--- src/rtl/pipe_skid_reg.sv ---
// pipe_skid_reg: two-entry skid buffer with registered handshakes and a saturating stall counter
module pipe_skid_reg #(
    parameter int DATA_WIDTH = 8,
    parameter int CNT_WIDTH  = 16
) (
    input  logic                  clk,
    input  logic                  rst,
    input  logic                  flush,
    input  logic                  in_valid,
    output logic                  in_ready,
    input  logic [DATA_WIDTH-1:0] in_data,
    input  logic [DATA_WIDTH-1:0] reset_data,
    output logic                  out_valid,
    input  logic                  out_ready,
    output logic [DATA_WIDTH-1:0] out_data,
    output logic [CNT_WIDTH-1:0]  stall_cnt
);
    typedef enum logic [1:0] {EMPTY, ONE, TWO} state_t;
    state_t state, state_nx;
    logic [DATA_WIDTH-1:0] main_nx, skid, skid_nx;
    logic in_hs, out_hs;
    assign in_hs  = in_valid & in_ready;
    assign out_hs = out_valid & out_ready;
    // next state and register contents; flush overrides any handshake outcome
    always_comb begin
        state_nx = state;
        main_nx  = out_data;
        skid_nx  = skid;
        case (state)
            EMPTY: if (in_hs) begin
                main_nx  = in_data;
                state_nx = ONE;
            end
            ONE: if (in_hs && out_hs) main_nx = in_data;
                 else if (in_hs) begin
                     skid_nx  = in_data;
                     state_nx = TWO;
                 end
                 else if (out_hs) state_nx = EMPTY;
            TWO: if (out_hs) begin
                main_nx  = skid;
                state_nx = ONE;
            end
            default: state_nx = EMPTY;
        endcase
        if (flush) begin
            state_nx = EMPTY;
            main_nx  = reset_data;
        end
    end
    // state, payload and handshake flags; flags are decoded from the next state so they stay registered
    always_ff @(posedge clk) begin
        if (rst) begin
            state     <= EMPTY;
            out_data  <= reset_data;
            out_valid <= 1'b0;
            in_ready  <= 1'b1;
            stall_cnt <= '0;
        end else begin
            state     <= state_nx;
            out_data  <= main_nx;
            out_valid <= state_nx != EMPTY;
            in_ready  <= state_nx != TWO;
            if (out_valid && !out_ready && stall_cnt != '1) stall_cnt <= stall_cnt + 1'b1;
        end
    end
    // skid contents are meaningless while empty, so they need no reset
    always_ff @(posedge clk) skid <= skid_nx;
endmodule

--- config.mk ---
export PLATFORM = sky130hd
export DESIGN_NAME = pipe_skid_reg
export DESIGN_NICKNAME = d
export VERILOG_FILES = /design/src/rtl/pipe_skid_reg.sv
export SDC_FILE = /design/constraint.sdc
export NUM_CORES = 1
export LEC_CHECK = 0
export ABC_AREA = 0
export ABC_CLOCK_PERIOD_IN_PS = 1700
export CAP_MARGIN = 20
export CORE_AREA = 2 2 67 69
export CTS_CLUSTER_SIZE = 12
export DETAILED_ROUTE_END_ITERATION = 7
export DIE_AREA = 0 0 69 71
export PLACE_DENSITY = 0.74
export SYNTH_ARGS = -nofsm -noshare
export SYNTH_HDL_FRONTEND = slang
export SYNTH_SLANG_ARGS = --single-unit
--- constraint.sdc ---
create_clock -name clk -period 1.7 [get_ports clk]
set_clock_uncertainty 0.05 [all_clocks]
set_input_delay 0.51 -clock clk [delete_from_list [all_inputs] [get_ports clk]]
set_output_delay 0.51 -clock clk [all_outputs]
set_load 0.005 [all_outputs]
==> results of run 1 <==
## final timing paths
path,from,to,cells past startpoint
worst min-delay path,stall_cnt[15]$_SDFFE_PP0P_,stall_cnt[12]$_SDFFE_PP0P_,2
worst min register to register,stall_cnt[15]$_SDFFE_PP0P_,stall_cnt[12]$_SDFFE_PP0P_,2
worst max-delay path,stall_cnt[0]$_SDFFE_PP0P_,stall_cnt[10]$_SDFFE_PP0P_,6
worst max register to register,stall_cnt[0]$_SDFFE_PP0P_,stall_cnt[10]$_SDFFE_PP0P_,6
## critical path, stage by stage (launching register included)
cell                       delay (ns)
sky130_fd_sc_hd__dfxtp_2         0.36
sky130_fd_sc_hd__buf_12          0.11
sky130_fd_sc_hd__ha_4            0.18
sky130_fd_sc_hd__nand3b_4        0.12
sky130_fd_sc_hd__or3_4           0.37
sky130_fd_sc_hd__or3_4           0.34
sky130_fd_sc_hd__a21oi_2         0.12
## through the flow
stage | hold slack [ns] | power [mW] | utilization
floorplan | 0.4499 | 1.025 | -
global placement | 0.5108 | 1.140 | 0.6012
detailed placement | 0.5116 | 1.145 | 0.6012
CTS | 0.5215 | 1.883 | 0.6827
global route | 0.5523 | 1.943 | 0.7045
finish | 0.5167 | 1.883 | 0.7045
## cell usage in the layout (no fill, tap or decap), types with 4 or more instances in the layout
cell / n
sky130_fd_sc_hd__edfxtp_1: 16
sky130_fd_sc_hd__dfxtp_2: 10
sky130_fd_sc_hd__clkdlybuf4s50_1: 19
sky130_fd_sc_hd__a21oi_1: 16
sky130_fd_sc_hd__nor2b_1: 6
sky130_fd_sc_hd__o31ai_1: 4
sky130_fd_sc_hd__nand2_1: 8
sky130_fd_sc_hd__dlymetal6s2s_1: 8
sky130_fd_sc_hd__dlygate4sd2_1: 18
sky130_fd_sc_hd__dfxtp_4: 8
sky130_fd_sc_hd__mux2i_1: 9
sky130_fd_sc_hd__nor2_1: 21
sky130_fd_sc_hd__clkbuf_8: 5
sky130_fd_sc_hd__buf_4: 47
sky130_fd_sc_hd__nand3_1: 5
## layer usage
| layer | global-route usage | vias up |
|---|---|---|
| met5 | 0 | - |
| li1 | - | 816 |
| met1 | 0.2480 | 843 |
| met3 | 0.06553 | 14 |
| met4 | 0.1242 | 0 |
| met2 | 0.3782 | 67 |
## state kept, by name, summed over array words and instances (netlist names)
name       count
state          2
in_ready       1
stall_cnt     16
out_valid      1
out_data       8
skid           8
## layout make-up
class / instances / area [um^2]
clock buffers: 5 / 68.82
clock inverters: 3 / 42.54
flip-flops and latches: 36 / 923.4
fillers: 301 / 1242
repair buffers: 97 / 864.6
well taps: 52 / 65.06
multi-input cells: 120 / 985.9
inverters: 3 / 11.26
## repair_timing
item	CTS	global route
endpoints found under the setup margin	37	19
resized for setup	59	24
pin swaps	4	9
hold endpoints to repair	0	0
setup buffers	13	5
cloned	0	1
## logic make-up after synthesis
logic type,synth area share
compound gates,0.1271
simple gates,0.2557
buf+inv,0.02143
mux,0.08571
flops,0.5029
fa+ha+maj,0.007142
## power by group through the flow
stage / combinational [mW] / clock (mW) / sequential, mW
after detailed placement: 0.181 / 0 / 0.964
after global placement: 0.177 / 0 / 0.964
after floorplan: 0.0591 / 0 / 0.966
final: 0.195 / 0.757 / 0.931
after CTS: 0.194 / 0.758 / 0.931
after global routing: 0.211 / 0.799 / 0.933
==> reports/results.ini, run 1 <==
[floorplan]
row_count=24
ios=47
initial_utilization=0.4167
overall_die_height_um=71
dieWidth_um=69
floorplan.die_area_um2=4899
core_region_area_um2=4204

[hold_path]
timing.hold.worst.class=register to register

[clock_network]
clkSinkCount=36
postCtsHoldBufs=0
buffers_from_clock_root_to_sink_at_most=2
cts_inserted_buffers=5
h_tree_levels=2
cts_tree=done
clk-insertion-delay-late_ns=0.29
clkTransAtPathRegs_ns=0.08
clockRootBuffer=sky130_fd_sc_hd__clkbuf_8

[power]
combinationalPowerShare=0.104
power_report.internal_total_mw=1.470
p_per_area_nw_per_um2=635.6
p_leak_nw=1.313
power.switching_fraction=0.2190
p_switching_mw=0.4123
seqPwrFrac=0.494
power.share.clock=0.402
worst_ir_drop_on_vdd_mv=0.7550

[cells_and_area]
antenna-diode-count=0
drive_gt1_frac=0.4091
finish.net_count=285
fin_area_um2=2962
areaGrowthSynthToFinish_pct=69.07
finalNonFillerCells=316

[synthesis]
synth_enable_flop_cells=16
syn_area_per_cell_um2=10.75
asyncSetResetFlopFracSynth=0
syn-num-nets=185
netlist.area_leader.share=0.2743
syn-cell-area_um2=1752
post-synth-top-count-cell=sky130_fd_sc_hd__nor2_1
number_of_synthesized_register_bits=36
synth_instances=163
post_synth_num_cell_types=40
yosys.area.top_type=sky130_fd_sc_hd__edfxtp_1
top_post_synthesis_cells_by_count=sky130_fd_sc_hd__nor2_1 (22), sky130_fd_sc_hd__dfxtp_1 (20), sky130_fd_sc_hd__a21oi_1 (19), sky130_fd_sc_hd__edfxtp_1 (16), sky130_fd_sc_hd__mux2i_1 (9)
top_cells_by_area_in_the_synthesized_netlist=sky130_fd_sc_hd__edfxtp_1 (27%), sky130_fd_sc_hd__dfxtp_1 (23%), sky130_fd_sc_hd__a21oi_1 (5.4%)
ys_seq_area_frac=0.5029
synth-main-ff-cell=sky130_fd_sc_hd__dfxtp_1
yosys_warnings=0

[placed_design]
dpl_cell_area_um2=2527
port_buffers=46
detailed_place_hpwl_um=3056
dpl_worst_slack_ns=-0.5126
finalWeightedCongestion=0.7720
place.detailed.instances=293

[timing]
finalCriticalPeriod_ns=1.720
final_hold_viol_count=0
setup_total_negative_slack_ns=-0.02040
max_slew_margin=0.7596
grt_setup_unrepaired=yes
worst-slew-pin-transition_ns=0.3579
setup_slack_ns=-0.02040
fmax_ghz=0.5813
timing_max_transition_violations_final=0
report.final.setup_viol=1
layout_worst_path_cycle_share=1.012

[detailed_routing]
drtIter0Drc=150
drtAntennaViolNets=0
dr_total_vias=1740
wl_met1_um=2263
maxUsedRoutingLayer=met4
route.detailed.wl_per_inst_um=17.77
met2RoutedLength_um=2913
viasPerCell=5.506
met3_length_um=263
drcViolationCount=0
firstDrtPassIters=4
detail_route.wirelength_um=5614

[setup_path]
reg2reg_setup_slack_ns=-0.02
maximum_net_fanout_on_the_critical_path=5
worst_setup_path_start_kind=register
crit_type=register to register
crit_path_end_kind=register
required_ns=1.87
cp_data_arrival_time_ns=1.89

[global_route]
grt_first_pass_wirelength_um=8480
pin_count_of_the_biggest_net_entering_global_routing=23
grt.total_usage=0.2215
gr-total-overflow=0
antenna_found_initial=0
grt_pass1_vias=1753

[flow_run]
max_cap_viol=0

[run_status]
failed_checks=negative setup slack
result_of_the_run=complete, but fails checks

No activity file was read; power rests on OpenSTA's default activity.
==> run 2, diff against run 1 <==
- CELL_PAD_IN_SITES_DETAIL_PLACEMENT: unset -> 1
- CELL_PAD_IN_SITES_GLOBAL_PLACEMENT: unset -> 1
- CORE_AREA: 2 2 67 69 -> 2 2 76 78
- CTS_CLUSTER_SIZE: 12 -> unset
- DIE_AREA: 0 0 69 71 -> 0 0 78 80
- PLACE_DENSITY: 0.74 -> unset
- PLACE_DENSITY_LB_ADDON: unset -> 0.1
==> reports/results.ini, run 2 (same netlist as run 1, synthesis figures left out) <==
[run_status]
result_of_the_run=finished clean  ; was complete, but fails checks

[setup_path]
crit_path_end_kind=register  ; unchanged
required_ns=1.67  ; was 1.87 ns
crit_family=simple AND/OR/NAND/NOR gates  ; unchanged
timing.critical_path.slowest_cell_delay_ns=0.61  ; was 0.37 ns
maximum_net_fanout_on_the_critical_path=8  ; was 5
worst-r2r-cell-count=6  ; unchanged
critical_path.n_buffers_inverters=1  ; unchanged
crit_slowest_cell=sky130_fd_sc_hd__or4_4  ; was sky130_fd_sc_hd__or3_4
crit_type=input pin to register  ; was register to register
cp_data_arrival_time_ns=1.65  ; was 1.89 ns
cp.depth=2  ; was 6
worst_setup_path_start_kind=input pin  ; was register
worstPathCellList=clkdlybuf4s50_1 > or4_4  ; was buf_12 > ha_4 > nand3b_4 > or3_4 > or3_4 > a21oi_2

[cells_and_area]
drive_gt1_frac=0.3705  ; was 0.4091
largest_registers=stall_cnt: 16 flops, out_data: 8 flops, skid: 8 flops  ; unchanged
finish.net_count=272  ; was 285
post-route-util=0.5331  ; was 0.7045
areaGrowthSynthToFinish_pct=64.50  ; was 69.07%
largest_register_ff_count=16  ; unchanged
final_cell_mix=sky130_fd_sc_hd__buf_4 (34), sky130_fd_sc_hd__nor2_1 (20), sky130_fd_sc_hd__clkdlybuf4s50_1 (18), sky130_fd_sc_hd__dlygate4sd2_1 (18)  ; was sky130_fd_sc_hd__buf_4 (47), sky130_fd_sc_hd__nor2_1 (21), sky130_fd_sc_hd__clkdlybuf4s50_1 (19)
antenna-diode-count=0  ; unchanged
final_common_cell=sky130_fd_sc_hd__buf_4  ; unchanged
fin_area_um2=2882  ; was 2962 um^2
finalNonFillerCells=323  ; was 316
top_register=stall_cnt  ; unchanged

[placed_design]
detailed_place_hpwl_um=3856  ; was 3056 um
place.detailed.instances=307  ; was 293
dpl_cell_area_um2=2507  ; was 2527 um^2
finalWeightedCongestion=0.7749  ; was 0.7720
port_buffers=46  ; unchanged

[floorplan]
initial_utilization=0.3241  ; was 0.4167
dieWidth_um=78  ; was 69 um
overall_die_height_um=80  ; was 71 um
ios=47  ; unchanged
core_region_area_um2=5405  ; was 4204 um^2
row_count=27  ; was 24
floorplan.die_area_um2=6240  ; was 4899 um^2

[clock_network]
clk-insertion-delay-late_ns=0.29  ; about the same
clockRootBuffer=sky130_fd_sc_hd__clkbuf_8  ; unchanged
buffers_from_clock_root_to_sink_at_most=2  ; unchanged
clkSinkCount=36  ; unchanged
clkTransAtPathRegs_ns=0.07  ; was 0.08 ns
h_tree_levels=2  ; unchanged
cts_tree=done  ; unchanged
cts_inserted_buffers=5  ; unchanged
postCtsHoldBufs=0  ; unchanged

[global_route]
gr-total-overflow=0  ; unchanged
grt_first_pass_wirelength_um=8514  ; was 8480 um
pin_count_of_the_biggest_net_entering_global_routing=19  ; was 23
grt_pass1_vias=1734  ; was 1753
grt.total_usage=0.1778  ; was 0.2215
antenna_found_initial=0  ; unchanged

[power]
p_per_area_nw_per_um2=649.3  ; was 635.6 nW/um^2
power.total_mw=1.871  ; was 1.883 mW
worst_ir_drop_on_vdd_mv=0.4436  ; was 0.7550 mV
p_leak_nw=1.300  ; was 1.313 nW

[detailed_routing]
drtAntennaViolNets=0  ; unchanged
route.detailed.wl_per_inst_um=16.72  ; was 17.77 um
firstDrtPassIters=4  ; unchanged
viasPerCell=5.071  ; was 5.506
dr_total_vias=1638  ; was 1740
detail_route.wirelength_um=5402  ; was 5614 um
drcViolationCount=0  ; unchanged
drtIter0Drc=36  ; was 150

[timing]
setup_total_negative_slack_ns=0  ; was -0.02040 ns
finalCriticalPeriod_ns=1.677  ; was 1.720 ns
fmax_ghz=0.5962  ; was 0.5813 GHz
timing_max_transition_violations_final=0  ; unchanged
grt_setup_unrepaired=yes  ; unchanged
max_slew_margin=0.8003  ; was 0.7596
final_hold_viol_count=0  ; unchanged
worst-slew-pin-transition_ns=0.2970  ; was 0.3579 ns
layout_worst_path_cycle_share=0.9867  ; was 1.012
report.final.setup_viol=0  ; was 1

[hold_path]
timing.hold.worst.class=register to register  ; unchanged
min_delay_path_depth=2  ; unchanged

[flow_run]
max_cap_viol=0  ; unchanged

==> run 2: changes by cell type in the layout (fill, tap and decap cells not counted), moves of 2 or more <==
| cell | before | now |
|---|---|---|
| sky130_fd_sc_hd__o31ai_2 | 2 | 0 |
| sky130_fd_sc_hd__dlymetal6s2s_1 | 8 | 10 |
| sky130_fd_sc_hd__buf_4 | 47 | 34 |
| sky130_fd_sc_hd__o31ai_1 | 4 | 6 |
==> run 2: layout make-up <==
cell class | count | area, um^2
Clock buffer | 6 | 72.57
Fill cell | 590 | 2524
Clock inverter | 2 | 35.03
Multi-Input combinational cell | 120 | 985.9
Timing Repair Buffer | 84 | 763.2
Inverter | 3 | 11.26
Sequential cell | 36 | 923.4
Tap cell | 72 | 90.09
==> run 2: power breakdown <==
part	total (mW)	switching (mW)	internal [mW]
clock network	0.749	0.313	0.435
logic	0.191	0.0803	0.111
registers	0.931	0.0102	0.921
==> run 2: final timing paths <==
path         slack, ns                          to                       start
max               0.02       out_data[6]$_DFFE_PP_                         rst
min               0.49  stall_cnt[10]$_SDFFE_PP0P_  stall_cnt[10]$_SDFFE_PP0P_
max reg2reg       0.03   stall_cnt[8]$_SDFFE_PP0P_   stall_cnt[5]$_SDFFE_PP0P_
min reg2reg       0.49  stall_cnt[10]$_SDFFE_PP0P_  stall_cnt[10]$_SDFFE_PP0P_
==> run 2: per-layer routing <==
metal  track usage  routed length (um)
met5             0                   0
met4       0.05263                  57
met2        0.3431                3038
met3       0.04525                 237
met1        0.1894                2068
==> run 2: what timing repair did <==
item	CTS	global route
buffers inserted	8	0
setup endpoints to repair	48	27
gates resized for setup	54	28
pin swaps	3	6
==> run 2: through the flow <==
step | hold slack [ns] | worst slack, ns
6_report | 0.4852 | 0.02267
5_1_grt | 0.5059 | -0.02533
4_1_cts | 0.4725 | -0.01463
3_5_place_dp | 0.4967 | -0.5886
3_3_place_gp | 0.4916 | -0.4951
2_1_floorplan | 0.4499 | 0.001806
